### src/rtl/bus_rr_xfer_pkg.sv
// Shared definitions for the round-robin bus interconnect.
// Holds the FSM state encoding and the round-robin pointer helper.
package bus_rr_xfer_pkg;

    typedef enum logic [1:0] {
        IDLE    = 2'd0,
        XFER    = 2'd1,
        DELIVER = 2'd2
    } bus_state_e;

    // Next position after idx in a ring of n entries.
    function automatic int unsigned rr_next(input int unsigned idx, input int unsigned n);
        return (idx + 1) % n;
    endfunction

endpackage

### src/rtl/bus_req_fifo.sv
// Per-source request FIFO: registered occupancy count, flags derived from the count only.
// DEPTH must be a power of two so the pointers wrap naturally.
module bus_req_fifo #(
    parameter int WIDTH = 8,
    parameter int DEPTH = 4
) (
    input  logic             clk,
    input  logic             rst_l,
    input  logic             push,
    input  logic [WIDTH-1:0] push_data,
    input  logic             pop,
    output logic             full,
    output logic             empty,
    output logic [WIDTH-1:0] head
);

    localparam int PTR_W = $clog2(DEPTH);

    logic [WIDTH-1:0] mem [DEPTH];
    logic [PTR_W-1:0] wr_ptr;
    logic [PTR_W-1:0] rd_ptr;
    logic [PTR_W:0]   count;
    logic             do_push;
    logic             do_pop;

    assign do_push = push && !full;
    assign do_pop  = pop && !empty;

    assign full  = (count == (PTR_W+1)'(DEPTH));
    assign empty = (count == '0);
    assign head  = mem[rd_ptr];

    always_ff @(posedge clk or negedge rst_l) begin
        if (!rst_l) begin
            wr_ptr <= '0;
            rd_ptr <= '0;
            count  <= '0;
        end else begin
            if (do_push) wr_ptr <= wr_ptr + PTR_W'(1);
            if (do_pop)  rd_ptr <= rd_ptr + PTR_W'(1);
            case ({do_push, do_pop})
                2'b10:   count <= count + (PTR_W+1)'(1);
                2'b01:   count <= count - (PTR_W+1)'(1);
                default: count <= count;
            endcase
        end
    end

    always_ff @(posedge clk) begin
        if (do_push) mem[wr_ptr] <= push_data;
    end

endmodule

### src/rtl/bus_rr_xfer.sv
// Shared-bus interconnect: per-source FIFOs, round-robin grant, fixed bus occupancy,
// then unicast/broadcast delivery with per-destination backpressure.
module bus_rr_xfer
    import bus_rr_xfer_pkg::*;
#(
    parameter int NUM_PROC      = 4,
    parameter int ADDR_W        = 48,
    parameter int DATA_W        = 64,
    parameter int FIFO_DEPTH    = 4,
    parameter int TRANSFER_TIME = 10,
    parameter int DEST_W        = $clog2(NUM_PROC + 1)
) (
    input  logic                               clk,
    input  logic                               rst_l,
    input  logic [NUM_PROC-1:0]                in_valid,
    output logic [NUM_PROC-1:0]                in_ready,
    input  logic [NUM_PROC-1:0][DEST_W-1:0]    in_dest,
    input  logic [NUM_PROC-1:0][ADDR_W-1:0]    in_addr,
    input  logic [NUM_PROC-1:0][DATA_W-1:0]    in_data,
    output logic [NUM_PROC-1:0]                out_valid,
    input  logic [NUM_PROC-1:0]                out_ready,
    output logic [$clog2(NUM_PROC)-1:0]        out_src,
    output logic [ADDR_W-1:0]                  out_addr,
    output logic [DATA_W-1:0]                  out_data,
    output logic                               bus_busy,
    output logic                               drop_err
);

    localparam int SRC_W = $clog2(NUM_PROC);
    localparam int CNT_W = $clog2(TRANSFER_TIME + 1);

    typedef struct packed {
        logic [SRC_W-1:0]  src;
        logic [DEST_W-1:0] dest;
        logic [ADDR_W-1:0] addr;
        logic [DATA_W-1:0] data;
    } req_t;

    localparam int REQ_W = $bits(req_t);

    logic [NUM_PROC-1:0] full;
    logic [NUM_PROC-1:0] empty;
    logic [NUM_PROC-1:0] pop;
    logic [REQ_W-1:0]    head [NUM_PROC];

    for (genvar i = 0; i < NUM_PROC; i++) begin : g_src
        req_t push_req;

        assign push_req = '{src:  SRC_W'(i),
                            dest: in_dest[i],
                            addr: in_addr[i],
                            data: in_data[i]};

        bus_req_fifo #(
            .WIDTH (REQ_W),
            .DEPTH (FIFO_DEPTH)
        ) u_fifo (
            .clk       (clk),
            .rst_l     (rst_l),
            .push      (in_valid[i]),
            .push_data (push_req),
            .pop       (pop[i]),
            .full      (full[i]),
            .empty     (empty[i]),
            .head      (head[i])
        );
    end

    assign in_ready = ~full;

    bus_state_e          state, state_d;
    logic [SRC_W-1:0]    rr_ptr, rr_d;
    logic [CNT_W-1:0]    cnt, cnt_d;
    logic [NUM_PROC-1:0] pend, pend_d;
    req_t                xfer, xfer_d;
    logic                drop_q, drop_d;

    logic                win_found;
    logic [SRC_W-1:0]    win;
    logic [SRC_W-1:0]    cand;
    logic [NUM_PROC-1:0] deliver_mask;
    logic [NUM_PROC-1:0] accept;

    // First non-empty FIFO starting at rr_ptr, wrapping modulo NUM_PROC.
    always_comb begin
        win_found = 1'b0;
        win       = '0;
        cand      = '0;
        for (int unsigned k = 0; k < NUM_PROC; k++) begin
            cand = SRC_W'((32'(rr_ptr) + k) % NUM_PROC);
            if (!win_found && !empty[cand]) begin
                win_found = 1'b1;
                win       = cand;
            end
        end
    end

    // Broadcast reaches everyone but the sender; an out-of-range dest yields no target.
    always_comb begin
        deliver_mask = '0;
        if (xfer.dest == DEST_W'(NUM_PROC)) begin
            deliver_mask            = '1;
            deliver_mask[xfer.src]  = 1'b0;
        end else if (xfer.dest < DEST_W'(NUM_PROC)) begin
            deliver_mask[SRC_W'(xfer.dest)] = 1'b1;
        end
    end

    assign out_valid = (state == DELIVER) ? pend : '0;
    assign accept    = out_valid & out_ready;

    always_comb begin
        state_d = state;
        rr_d    = rr_ptr;
        cnt_d   = cnt;
        pend_d  = pend;
        xfer_d  = xfer;
        drop_d  = 1'b0;
        pop     = '0;
        case (state)
            IDLE: begin
                if (win_found) begin
                    pop[win] = 1'b1;
                    xfer_d   = req_t'(head[win]);
                    rr_d     = SRC_W'(rr_next(32'(win), NUM_PROC));
                    cnt_d    = CNT_W'(TRANSFER_TIME - 1);
                    state_d  = XFER;
                end
            end
            XFER: begin
                if (cnt == '0) begin
                    pend_d = deliver_mask;
                    if (deliver_mask != '0) begin
                        state_d = DELIVER;
                    end else begin
                        state_d = IDLE;
                        drop_d  = 1'b1;
                    end
                end else begin
                    cnt_d = cnt - CNT_W'(1);
                end
            end
            DELIVER: begin
                pend_d = pend & ~accept;
                if (pend_d == '0) state_d = IDLE;
            end
            default: state_d = IDLE;
        endcase
    end

    always_ff @(posedge clk or negedge rst_l) begin
        if (!rst_l) begin
            state  <= IDLE;
            rr_ptr <= '0;
            cnt    <= '0;
            pend   <= '0;
            xfer   <= '0;
            drop_q <= 1'b0;
        end else begin
            state  <= state_d;
            rr_ptr <= rr_d;
            cnt    <= cnt_d;
            pend   <= pend_d;
            xfer   <= xfer_d;
            drop_q <= drop_d;
        end
    end

    assign out_src  = (state == DELIVER) ? xfer.src  : '0;
    assign out_addr = (state == DELIVER) ? xfer.addr : '0;
    assign out_data = (state == DELIVER) ? xfer.data : '0;
    assign bus_busy = (state != IDLE);
    assign drop_err = drop_q;

endmodule

### config.mk
export PLATFORM = sky130hd
export DESIGN_NAME = bus_rr_xfer
export DESIGN_NICKNAME = d
export VERILOG_FILES = /design/src/rtl/bus_rr_xfer_pkg.sv /design/src/rtl/bus_req_fifo.sv /design/src/rtl/bus_rr_xfer.sv
export SDC_FILE = /design/constraint.sdc
export NUM_CORES = 2
export LEC_CHECK = 0
export CAP_MARGIN = 0
export CORE_ASPECT_RATIO = 1.4
export CORE_MARGIN = 2
export CORE_UTILIZATION = 45
export DETAILED_ROUTE_END_ITERATION = 10
export SETUP_SLACK_MARGIN = 0.5
export SLEW_MARGIN = 20
export SYNTH_ARGS = -nofsm -noshare
export SYNTH_HDL_FRONTEND = slang
export SYNTH_SLANG_ARGS = --single-unit
### constraint.sdc
create_clock -name clk -period 4.8 [get_ports clk]
set_input_delay 1.44 -clock clk [delete_from_list [all_inputs] [get_ports clk]]
set_output_delay 1.44 -clock clk [all_outputs]
set_load 0.01 [all_outputs]
# Yosys cells after proc, flatten, opt, wreduce, memory -nomap -nowiden

Memory sizes are Yosys's and may differ from the RTL's.
Cells that the tools add are included.

$add $sub $neg: 21
Magnitude comparators: 12
Eq/ne operators: 19
Muxes and demuxes: 58
Bitwise logic cells: 6
Reduce and logical (&&, ||, !) cells: 46

Operator list:

| kind                                                                  | count |
|---|---|
| 117-bit binary-select mux with 2-bit select                           | 1 |
| 117-bit 2-to-1 mux                                                    | 2 |
| 64-bit 2-to-1 mux                                                     | 1 |
| 48-bit 2-to-1 mux                                                     | 1 |
| 4-bit 2-to-1 mux                                                      | 8 |
| 3-bit one-hot mux with 2 select lines                                 | 4 |
| 1-bit 2-to-1 mux                                                      | 22 |
| 2-bit by 3-bit < comparator with 1-bit output, second input constant  | 7 |
| 2-bit by 1-bit adder with 2-bit output, second input constant         | 10 |
| 2-bit 2-to-1 mux                                                      | 9 |
| 4-bit one-hot mux with 2 select lines                                 | 2 |
| 3-bit equality test, second input constant                            | 5 |
| 1-bit logical AND                                                     | 14 |
| 2-bit nonzero test                                                    | 7 |
| 1-bit zero test                                                       | 13 |
| 3-bit by 1-bit adder with 3-bit output, second input constant         | 4 |
| 3-bit zero test                                                       | 4 |
| 4-bit inverter                                                        | 3 |
| 3-bit by 1-bit subtractor with 3-bit output, second input constant    | 4 |
| 2-bit by 1-bit equality test with 1-bit output, second input constant | 5 |
| 2-bit equality test, second input constant                            | 5 |
| 4-bit bitwise AND                                                     | 2 |
| 1-bit binary-select mux with 2-bit select                             | 4 |
| 4-bit zero test                                                       | 2 |
| other kinds (13)                                                      | 23 |

Bits in registers: 158
Memory bits (writable): 1840
Bits of input ports: 470
Output and inout bits: 124
Memories kept: 4

Memories:

| name                | depth | width | read ports | clocked after Yosys merged registers in | write ports | RTL line           | text |
|---|---|---|---|---|---|---|---|
| g_src[0].u_fifo.mem | 4     | 115   | 1          | 0                                       | 1           | bus_req_fifo.sv:19 | `logic [WIDTH-1:0] mem [DEPTH];` |
| g_src[1].u_fifo.mem | 4     | 115   | 1          | 0                                       | 1           | bus_req_fifo.sv:19 |  |
| g_src[2].u_fifo.mem | 4     | 115   | 1          | 0                                       | 1           | bus_req_fifo.sv:19 |  |
| g_src[3].u_fifo.mem | 4     | 115   | 1          | 0                                       | 1           | bus_req_fifo.sv:19 |  |

# Longest topological paths before layout

Word-level depth: 21
Mapped depth: 13
Depth with buffers taken out: 10

# Cells and area by module

From an unflattened synthesis, not the netlist that was laid out.

Cell total of the unflattened synthesis: 3369
Area, all modules: 77999.8 µm²

Modules (own cells, without submodules):

| module       | times used | cells each | area each (µm²) | sequential area each (µm²) |
|---|---|---|---|---|
| bus_req_fifo | 4          | 648        | 17402.9         | 14228.6 |
| bus_rr_xfer  | 1          | 777        | 8388.0          | 3253.1 |

# Worst setup path after synthesis

Ideal clock, no wire load.

Kind: input-to-reg
From: input in_valid[0]
To: memory g_src[0].u_fifo.mem[0][0] in the netlist's numbering, enable pin
Arrival time: 4.129 ns
Required time: 4.312 ns
Setup slack: 0.182 ns
Cell stages on the path: 1
Path buffers: 0
Cell sequence: and3_1

Word-level cells in the longest chain between the ends: 3

RTL lines:

| element                                | RTL line           | text |
|---|---|---|
| from (decl)                            | bus_rr_xfer.sv:15  | `input logic [NUM_PROC-1:0] in_valid,` |
| 1-bit logical AND                      | bus_req_fifo.sv:26 | `assign do_push = push && !full;` |
| 1-bit 2-to-1 mux                       | bus_req_fifo.sv:50 | `if (do_push) mem[wr_ptr] <= push_data;` |
| 1-bit 2-to-1 mux (not written as such) | bus_req_fifo.sv:50 |  |
| to (decl)                              | bus_req_fifo.sv:19 |  |

No other way between the ends.

# Worst setup path after layout

From: register state[1]
To: output out_addr[11]

Word-level cells in the longest chain between the ends: 2

RTL lines:

| element                | RTL line           | text |
|---|---|---|
| from (decl)            | bus_rr_xfer.sv:71  | `bus_state_e state, state_d;` |
| from (signal assigned) | bus_rr_xfer.sv:160 | `state <= state_d;` |
| 2-bit equality test    | bus_rr_xfer.sv:170 | `assign out_addr = (state == DELIVER) ? xfer.addr : '0;` |
| 48-bit 2-to-1 mux      | bus_rr_xfer.sv:170 |  |
| to (decl)              | bus_rr_xfer.sv:23  | `output logic [ADDR_W-1:0] out_addr,` |

No other way between the ends.

==> metrics <==
outcome=finished, final reports clean; Peak supply drop=0.7568 mV; Max Cap Viol=0; post-synth top area share=0.7235; CP Capture Type=primary output; largest net degree at the start of global routing=85; Reg clk slew, reported paths=approximately 0.060 ns; critical path class=reg -> out; dominant cell type by area after synthesis=edfxtp_1; first-pass GRT wire length=283.7 mm; met3 Usage GRT=0.07079; Syn Area/Cell=22.27 µm²; GR met1 Demand/Resource=0.3128; final setup fails=0; Overflow after GRT=0; Distinct cells, synth=49; Post-DP HPWL=129.0 mm; Pwr Density=613.9 nW/µm²; Post-Synthesis Cells=around 3400; RSZ-0062 raised after global routing=false; total die area=173100 µm²; worst slack, placed=1.222 ns; final antenna-violating net count=0; Clk Latency, worst-skew pair=about 0.83 ns; r2r setup slk=1.56 ns; final worst slack=0.7084 ns; top cells by area, synth=edfxtp_1, mux4_2, dfrtp_1, mux2i_1, o221ai_1; vias after detailed routing=37660; flops & latches, synth=~2000; Area Growth Syn to Fin=21.00%; IO Pins=roughly 590; CTS Buf Count=approximately 190; Hold Path Class=reg -> reg; die width=around 350 µm; final-report hold violation count=0; RD Place Congestion=0.7664; IO Port Bufs=593; relative slew slack=0.2718; number of flops mapped to enable cells by yosys=1840; initial antenna violation count=108; TNS Setup=0 ns; # DRC=0; Yosys warnings=0; achievable frequency=244.4 MHz; row count=178; Core Region=about 170000 µm²; CP arrival=between 2 and 3 ns; Req. time, crit path=3.36 ns; Initial Util=0.4536; met2 GRT Util=0.3626; CTS max path bufs=3; top_reg_cell synth=edfxtp_1; Top Usage Layer GRT=met2; worst setup path start=state[1]; Hold Startpoint=xfer[107]; number of global-route vias before repair=39280; syn nets=3924; asr flop ratio synth=0.07908; final wirelength=197.9 mm; routed length per instance=~30 µm; CP max FO=84; startpoint class of the critical path=register; CTS tree=yes; Setup Skew=a little under 0.04 ns; Static Leakage=30.92 nW; Final nets=4639; total clock sinks=1998; Tot GR Track Use=0.2292; postcts setup bufs=0; final worst-path cycle share=0.8524; Least-Margin Pin Slew=1.092 ns; Reg-to-Reg Start=state[1]; Detailed Route Iter0 Violations=3543; Area after DPL=86010 µm²; CTS Root Cell=clkbuf_16; max-slew violations=0; fraction of layout cells with a size suffix above 1=0.2132; H-tree depth=4; Finished Cell Area=92410 µm²; TritonRoute pass-1 iters=7; Seq/Total Area, Yosys=0.7752; fin crit period=approximately 4.1 ns; Vert. Die Dim=491.4 µm; Post-Syn Area=between 70000 and 80000 µm²; Via-to-Cell Ratio=5.715
cells in the mapped netlist (all sizes together), types with 2 or more instances:
master	number
a211oi	2
a21oi	5
and2	118
and3	17
buf	60
clkbuf	124
dfrtp	158
edfxtp	1840
fa	4
ha	21
inv	34
mux2i	234
mux4	460
nand2	131
nand2b	2
nand3	5
nand4	2
nor2	18
nor2b	2
nor3	11
o21a	3
o21ai	16
o221ai	115
o22ai	2
o31ai	4
xnor2	13
xor2	14
flip-flops by register name (all words and copies together) (netlist names):
register	count
drop_err	1
g_src.u_fifo.wr_ptr	8
cnt	4
g_src.u_fifo.rd_ptr	8
state	2
g_src.u_fifo.mem	1840
pend	4
rr_ptr	2
xfer	117
g_src.u_fifo.count	12
metrics by stage:
step	utilization	hold slack, ns	cells	power [mW]
final	0.5489	0.4882	6589	56.74
after global routing	0.5485	0.5102	6563	59.17
after CTS	0.5484	0.4880	6556	57.50
after detailed placement	0.5108	0.4661	6204	42.42
after global placement	0.5108	0.4710	6204	42.15
after floorplan	-	0.4476	3429	35.56
layout make-up:
cell class	count	area, µm²
Antenna cell	33	82.58
Clock buffer	253	5223
Clock inverter	99	1090
Fill cell	12940	75960
Inverter	34	127.6
Multi-Input combinational cell	1213	16370
Sequential cell	1998	59240
Tap cell	2250	2815
Timing Repair Buffer	709	7470
cell usage in the layout (no fill, tap or decap), types with 7 or more instances in the layout:
cell                n
o221ai_2           18
buf_12             52
and2_1            118
clkinv_2           38
nand2_1           131
clkbuf_1           41
dfrtp_4             8
mux4_2            460
clkinv_8            7
clkinv_1           21
o221ai_1           97
xnor2_1            13
mux2i_1           234
clkdlybuf4s50_1   592
clkbuf_16         191
inv_1              34
clkbuf_8           21
diode_2            33
bufinv_16          18
and3_4             16
buf_4              63
clkinvlp_4          8
o21ai_0            16
ha_1               21
nor3_1              9
xor2_1             14
edfxtp_1         1840
dfrtp_1           150
nor2_1             17
critical path, cell delays in order (launching register included):
cell and delay, ns:
dfrtp_1 0.41, nor2b_4 0.19, buf_8 0.39, and2_1 0.21, clkdlybuf4s50_1 0.55
layer usage:
layer,routed length (µm),part of all wire
met1,81290,0.41
met2,94450,0.48
met3,17530,0.089
met4,3781,0.019
met5,823,0.0042
final timing paths:
kind | to | depth (start not counted)
worst min register to register | xfer[107] | 2
worst max register to register | g_src[0].u_fifo.count[2] | 10
max in group asynchronous | xfer[68] | 2
min in group asynchronous | xfer[104] | 1
worst min-delay path | xfer[107] | 2
worst max-delay path | out_addr[11] | 4
kinds of logic after synthesis:
| family | after synthesis | synth area share |
|---|---|---|
| DFF | 1998 | 0.7752 |
| muxes | 694 | 0.1663 |
| AOI/OAI and AO/OA | 155 | 0.01815 |
| adders and majority gates | 25 | 0.004489 |
| and+or+nand+nor | 312 | 0.02066 |
| xor gates and xnor gates | 27 | 0.003096 |
| buffers and inverters | 218 | 0.01204 |
timing repair:
action                     in CTS  in global routing
hold buffers                    0                  0
pin swaps                       0                  0
resized for setup               1                  2
setup endpoints to repair      83                 45
where the power goes:
group	switching [mW]	leakage (nW)	total, mW	internal, mW
Sequential	1.86	18.8	25.0	23.1
Clock	6.41	3.08	15.1	8.64
Combinational	9.31	9.04	16.7	7.41
No activity file was read; power rests on OpenSTA's default activity.
